[src/rtl/wb_burst_master_if.sv]
// Bundle between the burst master and its neighbours: command, write stream,
// read stream, status pulses and the Wishbone B3 bus.
interface wb_burst_master_if #(
  parameter int dw     = 32,
  parameter int APP_AW = 26,
  parameter int LEN_W  = 4
);
  logic                cmd_valid;
  logic                cmd_ready;
  logic                cmd_we;
  logic [APP_AW-1:0]   cmd_addr;
  logic [LEN_W-1:0]    cmd_len;

  logic                wr_valid;
  logic                wr_ready;
  logic [dw-1:0]       wr_data;
  logic [dw/8-1:0]     wr_sel;

  logic                rd_valid;
  logic [dw-1:0]       rd_data;
  logic                rd_last;

  logic                done;
  logic                err;

  logic                wb_cyc_o;
  logic                wb_stb_o;
  logic                wb_we_o;
  logic [APP_AW-1:0]   wb_addr_o;
  logic [dw-1:0]       wb_dat_o;
  logic [dw/8-1:0]     wb_sel_o;
  logic [2:0]          wb_cti_o;
  logic                wb_ack_i;
  logic [dw-1:0]       wb_dat_i;

  modport master (
    input  cmd_valid, cmd_we, cmd_addr, cmd_len,
    input  wr_valid, wr_data, wr_sel,
    input  wb_ack_i, wb_dat_i,
    output cmd_ready, wr_ready,
    output rd_valid, rd_data, rd_last,
    output done, err,
    output wb_cyc_o, wb_stb_o, wb_we_o, wb_addr_o, wb_dat_o, wb_sel_o, wb_cti_o
  );

  modport slave (
    output cmd_valid, cmd_we, cmd_addr, cmd_len,
    output wr_valid, wr_data, wr_sel,
    output wb_ack_i, wb_dat_i,
    input  cmd_ready, wr_ready,
    input  rd_valid, rd_data, rd_last,
    input  done, err,
    input  wb_cyc_o, wb_stb_o, wb_we_o, wb_addr_o, wb_dat_o, wb_sel_o, wb_cti_o
  );
endinterface

[src/rtl/wb_burst_master.sv]
// Wishbone B3 burst master: one command becomes one classic or incrementing
// burst cycle, with a watchdog that aborts a cycle the slave stops acking.
//
// state | meaning
// IDLE  | cmd_ready high, waiting for a command
// WDATA | cycle open, strobe low, waiting for the next write beat
// XFER  | strobe high, waiting for ack or watchdog expiry
module wb_burst_master #(
  parameter int dw     = 32,
  parameter int APP_AW = 26,
  parameter int LEN_W  = 4,
  parameter int TO_CYC = 255
) (
  input  logic               wb_clk_i,
  input  logic               wb_rst_i,
  wb_burst_master_if.master  bus
);

  localparam int SEL_W = dw / 8;
  localparam int WD_W  = $clog2(TO_CYC + 1);

  localparam logic [APP_AW-1:0] STEP    = APP_AW'(SEL_W);
  localparam logic [WD_W-1:0]   WD_LOAD = WD_W'(TO_CYC - 1);

  localparam logic [2:0] CTI_CLASSIC = 3'b000;
  localparam logic [2:0] CTI_INCR    = 3'b010;
  localparam logic [2:0] CTI_END     = 3'b111;

  typedef enum logic [1:0] {
    IDLE  = 2'd0,
    WDATA = 2'd1,
    XFER  = 2'd2
  } state_t;

  state_t              r_state;
  logic                r_cmd_ready;
  logic                r_wr_ready;
  logic                r_rd_valid;
  logic [dw-1:0]       r_rd_data;
  logic                r_rd_last;
  logic                r_done;
  logic                r_err;
  logic                r_cyc;
  logic                r_stb;
  logic                r_we;
  logic [APP_AW-1:0]   r_addr;
  logic [dw-1:0]       r_dat;
  logic [SEL_W-1:0]    r_sel;
  logic [2:0]          r_cti;
  logic [LEN_W-1:0]    r_beats_left;
  logic [WD_W-1:0]     r_wd;

  logic                w_cmd_take;
  logic                w_last;
  logic [LEN_W-1:0]    w_beats_next;

  assign w_cmd_take   = bus.cmd_valid && r_cmd_ready;
  assign w_last       = (r_beats_left == '0);
  assign w_beats_next = r_beats_left - LEN_W'(1);

  // Watchdog is a down-counter reloaded on every new strobe; it only runs in XFER.
  always_ff @(posedge wb_clk_i) begin
    if (!wb_rst_i) begin
      r_state      <= IDLE;
      r_cmd_ready  <= 1'b0;
      r_wr_ready   <= 1'b0;
      r_rd_valid   <= 1'b0;
      r_rd_data    <= '0;
      r_rd_last    <= 1'b0;
      r_done       <= 1'b0;
      r_err        <= 1'b0;
      r_cyc        <= 1'b0;
      r_stb        <= 1'b0;
      r_we         <= 1'b0;
      r_addr       <= '0;
      r_dat        <= '0;
      r_sel        <= '0;
      r_cti        <= '0;
      r_beats_left <= '0;
      r_wd         <= '0;
    end else begin
      r_rd_valid <= 1'b0;
      r_rd_last  <= 1'b0;
      r_done     <= 1'b0;
      r_err      <= 1'b0;

      case (r_state)
        IDLE: begin
          r_cmd_ready <= 1'b1;
          if (w_cmd_take) begin
            r_cmd_ready  <= 1'b0;
            r_we         <= bus.cmd_we;
            r_addr       <= bus.cmd_addr;
            r_beats_left <= bus.cmd_len;
            r_cti        <= (bus.cmd_len == '0) ? CTI_CLASSIC : CTI_INCR;
            r_cyc        <= 1'b1;
            if (bus.cmd_we) begin
              r_wr_ready <= 1'b1;
              r_state    <= WDATA;
            end else begin
              r_stb   <= 1'b1;
              r_sel   <= '1;
              r_wd    <= WD_LOAD;
              r_state <= XFER;
            end
          end
        end

        WDATA: begin
          if (bus.wr_valid) begin
            r_dat      <= bus.wr_data;
            r_sel      <= bus.wr_sel;
            r_stb      <= 1'b1;
            r_wr_ready <= 1'b0;
            r_wd       <= WD_LOAD;
            r_state    <= XFER;
          end
        end

        XFER: begin
          if (bus.wb_ack_i) begin
            if (!r_we) begin
              r_rd_valid <= 1'b1;
              r_rd_data  <= bus.wb_dat_i;
              r_rd_last  <= w_last;
            end
            if (w_last) begin
              r_cyc       <= 1'b0;
              r_stb       <= 1'b0;
              r_done      <= 1'b1;
              r_cmd_ready <= 1'b1;
              r_state     <= IDLE;
            end else begin
              r_addr       <= r_addr + STEP;
              r_beats_left <= w_beats_next;
              r_cti        <= (w_beats_next == '0) ? CTI_END : CTI_INCR;
              r_wd         <= WD_LOAD;
              if (r_we) begin
                r_stb      <= 1'b0;
                r_wr_ready <= 1'b1;
                r_state    <= WDATA;
              end
            end
          end else if (r_wd == '0) begin
            r_cyc       <= 1'b0;
            r_stb       <= 1'b0;
            r_err       <= 1'b1;
            r_cmd_ready <= 1'b1;
            r_state     <= IDLE;
          end else begin
            r_wd <= r_wd - WD_W'(1);
          end
        end

        default: r_state <= IDLE;
      endcase
    end
  end

  assign bus.cmd_ready = r_cmd_ready;
  assign bus.wr_ready  = r_wr_ready;
  assign bus.rd_valid  = r_rd_valid;
  assign bus.rd_data   = r_rd_data;
  assign bus.rd_last   = r_rd_last;
  assign bus.done      = r_done;
  assign bus.err       = r_err;
  assign bus.wb_cyc_o  = r_cyc;
  assign bus.wb_stb_o  = r_stb;
  assign bus.wb_we_o   = r_we;
  assign bus.wb_addr_o = r_addr;
  assign bus.wb_dat_o  = r_dat;
  assign bus.wb_sel_o  = r_sel;
  assign bus.wb_cti_o  = r_cti;

endmodule

[src/flat_wrapper.sv]
// flat-port wrapper written by rule: the top's interface ports become plain ports
module wb_burst_master_flat 
#(
  parameter int dw     = 32,
  parameter int APP_AW = 26,
  parameter int LEN_W  = 4,
  parameter int TO_CYC = 255
)
  (wb_clk_i, wb_rst_i, bus_cmd_valid, bus_cmd_we, bus_cmd_addr, bus_cmd_len, bus_wr_valid, bus_wr_data, bus_wr_sel, bus_wb_ack_i, bus_wb_dat_i, bus_cmd_ready, bus_wr_ready, bus_rd_valid, bus_rd_data, bus_rd_last, bus_done, bus_err, bus_wb_cyc_o, bus_wb_stb_o, bus_wb_we_o, bus_wb_addr_o, bus_wb_dat_o, bus_wb_sel_o, bus_wb_cti_o);
  wb_burst_master_if #(.dw(dw), .APP_AW(APP_AW), .LEN_W(LEN_W)) bus_i ();
  input  logic wb_clk_i;
  input  logic wb_rst_i;
  input wire logic [$bits(bus_i.cmd_valid)-1:0] bus_cmd_valid;
  input wire logic [$bits(bus_i.cmd_we)-1:0] bus_cmd_we;
  input wire logic [$bits(bus_i.cmd_addr)-1:0] bus_cmd_addr;
  input wire logic [$bits(bus_i.cmd_len)-1:0] bus_cmd_len;
  input wire logic [$bits(bus_i.wr_valid)-1:0] bus_wr_valid;
  input wire logic [$bits(bus_i.wr_data)-1:0] bus_wr_data;
  input wire logic [$bits(bus_i.wr_sel)-1:0] bus_wr_sel;
  input wire logic [$bits(bus_i.wb_ack_i)-1:0] bus_wb_ack_i;
  input wire logic [$bits(bus_i.wb_dat_i)-1:0] bus_wb_dat_i;
  output wire logic [$bits(bus_i.cmd_ready)-1:0] bus_cmd_ready;
  output wire logic [$bits(bus_i.wr_ready)-1:0] bus_wr_ready;
  output wire logic [$bits(bus_i.rd_valid)-1:0] bus_rd_valid;
  output wire logic [$bits(bus_i.rd_data)-1:0] bus_rd_data;
  output wire logic [$bits(bus_i.rd_last)-1:0] bus_rd_last;
  output wire logic [$bits(bus_i.done)-1:0] bus_done;
  output wire logic [$bits(bus_i.err)-1:0] bus_err;
  output wire logic [$bits(bus_i.wb_cyc_o)-1:0] bus_wb_cyc_o;
  output wire logic [$bits(bus_i.wb_stb_o)-1:0] bus_wb_stb_o;
  output wire logic [$bits(bus_i.wb_we_o)-1:0] bus_wb_we_o;
  output wire logic [$bits(bus_i.wb_addr_o)-1:0] bus_wb_addr_o;
  output wire logic [$bits(bus_i.wb_dat_o)-1:0] bus_wb_dat_o;
  output wire logic [$bits(bus_i.wb_sel_o)-1:0] bus_wb_sel_o;
  output wire logic [$bits(bus_i.wb_cti_o)-1:0] bus_wb_cti_o;
  assign bus_i.cmd_valid = bus_cmd_valid;
  assign bus_i.cmd_we = bus_cmd_we;
  assign bus_i.cmd_addr = bus_cmd_addr;
  assign bus_i.cmd_len = bus_cmd_len;
  assign bus_i.wr_valid = bus_wr_valid;
  assign bus_i.wr_data = bus_wr_data;
  assign bus_i.wr_sel = bus_wr_sel;
  assign bus_i.wb_ack_i = bus_wb_ack_i;
  assign bus_i.wb_dat_i = bus_wb_dat_i;
  assign bus_cmd_ready = bus_i.cmd_ready;
  assign bus_wr_ready = bus_i.wr_ready;
  assign bus_rd_valid = bus_i.rd_valid;
  assign bus_rd_data = bus_i.rd_data;
  assign bus_rd_last = bus_i.rd_last;
  assign bus_done = bus_i.done;
  assign bus_err = bus_i.err;
  assign bus_wb_cyc_o = bus_i.wb_cyc_o;
  assign bus_wb_stb_o = bus_i.wb_stb_o;
  assign bus_wb_we_o = bus_i.wb_we_o;
  assign bus_wb_addr_o = bus_i.wb_addr_o;
  assign bus_wb_dat_o = bus_i.wb_dat_o;
  assign bus_wb_sel_o = bus_i.wb_sel_o;
  assign bus_wb_cti_o = bus_i.wb_cti_o;
  wb_burst_master #(.dw(dw), .APP_AW(APP_AW), .LEN_W(LEN_W), .TO_CYC(TO_CYC)) u_core (.wb_clk_i(wb_clk_i), .wb_rst_i(wb_rst_i), .bus(bus_i));
endmodule
[config.mk]
export PLATFORM = sky130hd
export DESIGN_NAME = wb_burst_master_flat
export DESIGN_NICKNAME = d
export VERILOG_FILES = /design/src/rtl/wb_burst_master_if.sv /design/src/rtl/wb_burst_master.sv /design/src/flat_wrapper.sv
export SDC_FILE = /design/constraint.sdc
export NUM_CORES = 1
export LEC_CHECK = 0
export BUFFER_PORTS_ARGS = -buffer_cell sky130_fd_sc_hd__buf_2
export CORE_UTILIZATION = 30
export CTS_BUF_LIST = sky130_fd_sc_hd__clkbuf_8
export CTS_CLUSTER_DIAMETER = 80
export DETAILED_ROUTE_END_ITERATION = 12
export GPL_TIMING_DRIVEN = 0
export SLEW_MARGIN = 10
export SYNTH_ARGS = -nofsm -noshare
export SYNTH_HDL_FRONTEND = slang
export SYNTH_SLANG_ARGS = --single-unit
[constraint.sdc]
create_clock -name wb_clk_i -period 2 [get_ports wb_clk_i]
set_clock_uncertainty 0.05 [all_clocks]
set_input_delay 0.1 -clock wb_clk_i [delete_from_list [all_inputs] [get_ports wb_clk_i]]
set_output_delay 0.1 -clock wb_clk_i [all_outputs]
set_load 0.03 [all_outputs]
==> summary.md, run 1 <==
| Metric | Value |
|---|---|
| R2R Path End | u_core.bus.wb_addr_o[25] |
| Seq pwr share | 40.6% |
| Max Slew Vio Count | 0 |
| Least-Margin Pin Slew | 0.756 ns |
| Die ar. | 18,100 µm² |
| Crit-path max FO | 8 |
| Critical path's top delay family | simple AND/OR/NAND/NOR gates |
| GP Congestion | 0.847 |
| Highest metal used | met4 |
| DIE HEIGHT | 135 µm |
| Register area share after synthesis | 45.2% |
| WP buf/inv | 0 |
| Initial core utilization | 30.6% |
| Main flop type after synthesis | dfxtp_1 |
| Multi-input logic area | 2700 µm² |
| Slew headroom | 49.6% |
| Placed Instances | 1,087 |
| Mapped Area | 5270 µm² |
| Post-Syn Instances | 654 |
| Chip Width | 135 µm |
| Remaining DRCs | 0 |
| Clock power share | 36.1% |
| Met2 Wirelength | 9.20 mm |
| PwrDens | 813 nW/µm² |
| Post-synth net total | 763 |
| I/O Buffers | 208 |
| Sw Share | 31.6% |
| Critical path data arrival time | 2.20 ns |
| Setup Viol. Count Final | 0 |
| Fin. Hold Viols | 0 |
| Routed wl met3 | 1.25 mm |
| CTS tree | done |
| Avg WL per Cell | 15.6 µm |
| Share of post-route cells with drive strength above 1 | 32.3% |
| Slowest CP cell | or4_4 |
| Largest incremental delay on the critical path | 0.60 ns |
| H-tree depth | 4 |
| Dpl hpwl | 13.0 mm |
| P_leak | 0.00352 µW |
| Routed WL | 19.1 mm |
| FFs w/ async S/R, synth | 0% |
| WL met1 | 8.36 mm |
| Num CTS Buffers | 17 |
| EDFF count, synth | 0 |
| Worst EP required | 2.26 ns |
| GRT Overall Usage | 21.0% |
| Pint | 4560 µW |
| Number of global-route vias before repair | 5,854 |
| Clock root buffer | clkbuf_8 |
| CP startpoint | u_core.bus.wb_addr_o[9] |
| Largest net degree at the start of global routing | 17 |
| # IOs | 210 |
| Last element of the critical path | u_core.bus.wb_addr_o[25] |
| Routed vias/inst | 4.95 |
| Filler Cells Inserted | 1,682 |
| Ant. Diodes | 0 |
| Outcome | completed |
| Area grow syn2layout | 55.4% |
| Via count | 6,056 |
| RSZ-0062 raised after global routing | yes |
| Max Freq | 0.517 GHz |
| Core area | 17,200 µm² |
| Initial antenna violation count | 0 |
| Crit path time final | 1.93 ns |
| Net switching power | 2100 µW |
| R2R depth | 5 |
| Setup TNS | 0 ns |
| Worst-skew pair later-pin latency | 0.44 ns |
| Reg clk slew, reported paths | 0.08 ns |
| WS Path Type | reg -> reg |
| Clock Tree Buf Depth | 2 |
| Max_cap viols | 0 |
| Final period util | 96.7% |
| Finished Layout Cells | 1,223 |
| Unique masters post-synth | 68 |
| Worst hold path class | in -> reg |
| Detailed Routing Iterations Pass 1 | 5 |
| Final Util | 47.5% |
| CTS sink count | 119 |
| Antenna viol nets, final | 0 |
| R2r startpoint | u_core.bus.wb_addr_o[9] |
| First-pass GRT wire length | 29.5 mm |
| Cell breakdown of the critical path | nand4_4 -> or4_4 -> nor3_2 -> mux2i_1 -> o22ai_1 |
| Flop-to-flop setup slack | 0.07 ns |
| Avg Inst Size Synth | 8.06 µm² |
| Nets@finish | 1,095 |
| Logic pwr share | 23.3% |
| Drt initial violations | 372 |
| Grt total ovfl | 0 |
| FF+latch count, synth | 119 |
| Yosys warnings | 0 |
| Final hold slack | 0.0386 ns |
| Crit end category | flop |
| WP depth | 5 |
| CP Launch Type | flop |
| Num rows | 48 |
| Register area | 2400 µm² |
| Peak supply drop | 458 µV |
[Yosys cell counts (8+ instances only)]
cell,instances,area share (%)
a21oi_1,98,9.3
a311oi_1,9,1.5
buf_2,8,0.76
clkbuf_1,33,2.3
dfxtp_1,119,45
inv_1,8,0.57
nand2_1,175,12
nand3_1,11,1.0
nor2_1,30,2.1
nor3_1,11,1.0
o21ai_0,19,1.8
[stage by stage]
step	total power (µW)	setup slack, ns	cell area [µm²]
6_report	6660	0.0652	8190
4_1_cts	6650	0.00769	8060
3_3_place_gp	4080	-0.231	6610
5_1_grt	6970	-0.0256	8190
3_5_place_dp	4090	-0.254	6610
2_1_floorplan	3620	0.00351	5280
[per-layer routing]
metal	vias up	GRT usage [%]
met1	2837	25.5
met3	22	5.33
met4	0	6.55
met5	-	0
met2	226	36.3
li1	2971	-
[cell type report]
cell class              instances  area share, %
multi-input cells             478           33.0
well taps                     225           3.44
clock buffers                  18           3.02
clock inverters                13           2.21
flip-flops and latches        119           29.3
inverters                       8          0.367
repair buffers                314           25.4
plain buffers                  48           3.31
[how the worst min path moves through the flow]
stage / start / to / slack [ns] / depth (start not counted)
finish: wb_rst_i / u_core.r_wd[5] / 0.04 / 3
floorplan: bus_wr_data[10] / u_core.bus.wb_dat_o[10] / 0.19 / 2
CTS: bus_cmd_addr[23] / u_core.bus.wb_addr_o[23] / 0.01 / 4
detailed placement: bus_wr_data[2] / u_core.bus.wb_dat_o[2] / 0.30 / 3
global placement: bus_wr_data[24] / u_core.bus.wb_dat_o[24] / 0.29 / 3
global route: wb_rst_i / u_core.r_wd[5] / 0.03 / 3
[flip-flops by register name, indices dropped and copies added, names as in the netlist, 2 cells and up]
| name | count |
|---|---|
| u_core.bus.wb_addr_o | 26 |
| u_core.r_state | 2 |
| u_core.bus.wb_sel_o | 4 |
| u_core.bus.wb_cti_o | 2 |
| u_core.r_wd | 8 |
| u_core.r_beats_left | 4 |
| u_core.bus.rd_data | 32 |
| u_core.bus.wb_dat_o | 32 |
[power groups by stage]
| stage | registers [µW] | logic (µW) | clock network [µW] |
|---|---|---|---|
| global placement | 2750 | 1330 | 0 |
| detailed placement | 2750 | 1340 | 0 |
| global route | 2730 | 1680 | 2560 |
| CTS | 2700 | 1510 | 2450 |
| finish | 2710 | 1550 | 2400 |
| floorplan | 2960 | 666 | 0 |
[cells by family after synthesis]
| logic type | after synthesis | share of synthesized area [%] |
|---|---|---|
| buf+inv | 57 | 5.29 |
| fa+ha+maj | 5 | 1.19 |
| flops | 119 | 45.2 |
| mux | 4 | 0.759 |
| simple gates | 284 | 24.8 |
| xor+xnor | 2 | 0.332 |
| compound gates | 183 | 22.5 |
[cell usage in the layout (no fill, tap or decap), types with 7 or more instances in the layout]
cell,instances
buf_2,213
o21ai_0,19
dlygate4sd3_1,96
a211oi_1,7
nor3_1,9
buf_4,14
clkbuf_2,13
a21oi_1,98
nand2b_1,7
clkbuf_8,21
o22ai_1,7
inv_1,7
nor2_1,29
clkbuf_1,19
dfxtp_2,8
nand3_1,11
a311oi_1,9
nand4_1,7
nand2_1,175
dfxtp_1,109
[tightest hold or removal path, cell delays in order]
cell and delay [ns]:
clkbuf_1 0.20, o41ai_1 0.12, a311oi_1 0.06
[timing repair]
action                     4_1_cts  5_1_grt
resized for setup               11       45
hold buffers                    96        0
hold endpoints to repair        97        0
setup buffers                    4        6
setup endpoints to repair       33       97
pin swaps                        3        4
No activity file was read; power rests on OpenSTA's default activity.
==> inputs of run 2 (changes only) <==
CORE_UTILIZATION = 45   (was 30)
PLACE_DENSITY = 0.78   (was not set)
==> summary.md, run 2 (same netlist as run 1, synthesis figures left out) <==
| Metric | Value |
|---|---|
| Outcome | finished, violations left |
| Failing checks | negative hold slack |
| Reg clk slew, reported paths | 0.07 ns |
| Worst-skew pair later-pin latency | 0.45 ns |
| Number of global-route vias before repair | 6,032 |
| Via count | 6,295 |
| Worst Hold Depth | 3 |
| Clock Tree Buf Depth | 2 |
| P_leak | 0.00351 µW |
| Crit end category | flop |
| R2R depth | 7 |
| Critical path data arrival time | 2.28 ns |
| Num CTS Buffers | 17 |
| Setup Viol. Count Final | 0 |
| Nets@finish | 1,093 |
| Crit-path max FO | 4 |
| First-pass GRT wire length | 28.5 mm |
| Area grow syn2layout | 52.3% |
| Die ar. | 12,200 µm² |
| Drt initial violations | 512 |
| Avg WL per Cell | 16.7 µm |
| R2r startpoint | u_core.bus.wb_addr_o[3] |
| Fin. Hold Viols | 1 |
| GRT Overall Usage | 30.8% |
| Initial antenna violation count | 0 |
| PnR worst setup slack | 0.0196 ns |
| H-tree depth | 4 |
| CTS tree | done |
| Flop-to-flop setup slack | 0.02 ns |
| Worst EP required | 2.30 ns |
| Peak supply drop | 693 µV |
| I/O Buffers | 208 |
| Routed WL | 19.0 mm |
| WS Path Type | reg -> reg |
| # IOs | 210 |
| Min-delay src | bus_cmd_len[1] |
| DIE HEIGHT | 110 µm |
| Least-Margin Pin Slew | 0.723 ns |
| Final period util | 99.0% |
| Crit path time final | 1.98 ns |
| Antenna viol nets, final | 0 |
| Grt total ovfl | 0 |
| Num rows | 39 |
| Dpl ws | -0.217 ns |
| Core area | 11,400 µm² |
| PwrDens | 808 nW/µm² |
| Ant. Diodes | 0 |
| Detailed Routing Iterations Pass 1 | 8 |
| Max Slew Vio Count | 0 |
| Dpl hpwl | 11.7 mm |
| Most frequent cells in the layout | 212 x buf_2, 175 x nand2_1, 113 x dfxtp_1, 98 x a21oi_1, 92 x dlygate4sd3_1 |
| Final hold slack | -0.0166 ns |
| CTS sink count | 119 |
| Share of post-route cells with drive strength above 1 | 31.5% |
| Max Freq | 0.505 GHz |
| Slew headroom | 51.8% |
| Worst hold path class | in -> reg |
| Most common cell after layout, fill and taps aside | buf_2 |
| Largest net degree at the start of global routing | 17 |
| Chip Width | 110 µm |
| Clock root buffer | clkbuf_8 |
| CP Launch Type | flop |
| Max_cap viols | 0 |
| GP Congestion | 0.977 |
| Initial core utilization | 46.2% |
| Setup TNS | 0 ns |
| Remaining DRCs | 0 |
| Worst Hold Path EP | u_core.r_beats_left[1] |
| R2R Path End | u_core.bus.wb_addr_o[16] |
| Routed vias/inst | 5.52 |
[run 2: worst max-delay path by stage]
stage / endpoint / from
floorplan: u_core.bus.wb_addr_o[25] / u_core.bus.wb_addr_o[11]
global placement: u_core.bus.wb_addr_o[4] / u_core.r_beats_left[0]
detailed placement: u_core.bus.wb_addr_o[4] / u_core.r_beats_left[0]
CTS: u_core.bus.wb_stb_o / u_core.r_beats_left[0]
global route: u_core.bus.wb_addr_o[8] / u_core.r_state[1]
finish: u_core.bus.wb_addr_o[16] / u_core.bus.wb_addr_o[3]
[run 2: power breakdown]
group / internal, µW / switching (µW)
logic: 653 / 914
clock network: 1220 / 990
registers: 2530 / 181
total: 4400 / 2080
[run 2: stage by stage]
stage / power [µW] / std cells / util [%] / area, µm² / hold WS (ns)
detailed placement: 4050 / 1005 / 57.0 / 6500 / 0.297
CTS: 6370 / 1131 / 68.8 / 7860 / 0.000708
global placement: 4040 / 1005 / 57.0 / 6500 / 0.290
finish: 6490 / 1140 / 70.3 / 8030 / -0.0166
global route: 6740 / 1140 / 70.3 / 8030 / 0.0424
floorplan: 3620 / 654 / - / 5280 / 0.186
[run 2: worst max-delay path: stages, from the launching register on]
cell     delay, ns
dfxtp_4       0.37
ha_4          0.14
nand4_1       0.20
buf_4         0.22
nor4_4        0.38
nand2_1       0.13
a21o_1        0.18
a32o_1        0.20
[run 2: area by class of cell]
cell class | instances | area [µm²]
plain buffers | 47 | 263
repair buffers | 313 | 2060
clock buffers | 21 | 289
fillers | 849 | 3390
inverters | 8 | 30.0
clock inverters | 11 | 106
well taps | 143 | 179
flip-flops and latches | 119 | 2390
multi-input cells | 478 | 2710
[run 2: what timing repair did]
action	in CTS	in global routing
pin swaps	3	8
cloned	0	0
endpoints found under the setup margin	32	81
endpoints found under the hold margin	92	0
hold buffers	92	0
resized for setup	7	39
buffers inserted	3	10
[run 2: per-layer routing]
| metal | up-vias | part of all wire, % | GRT usage, % |
|---|---|---|---|
| met5 | - | 0 | 0 |
| met4 | 0 | 4.3 | 19.3 |
| met3 | 80 | 8.2 | 8.35 |
| met2 | 328 | 48 | 51.2 |
| met1 | 2916 | 40 | 34.9 |
| li1 | 2971 | - | - |
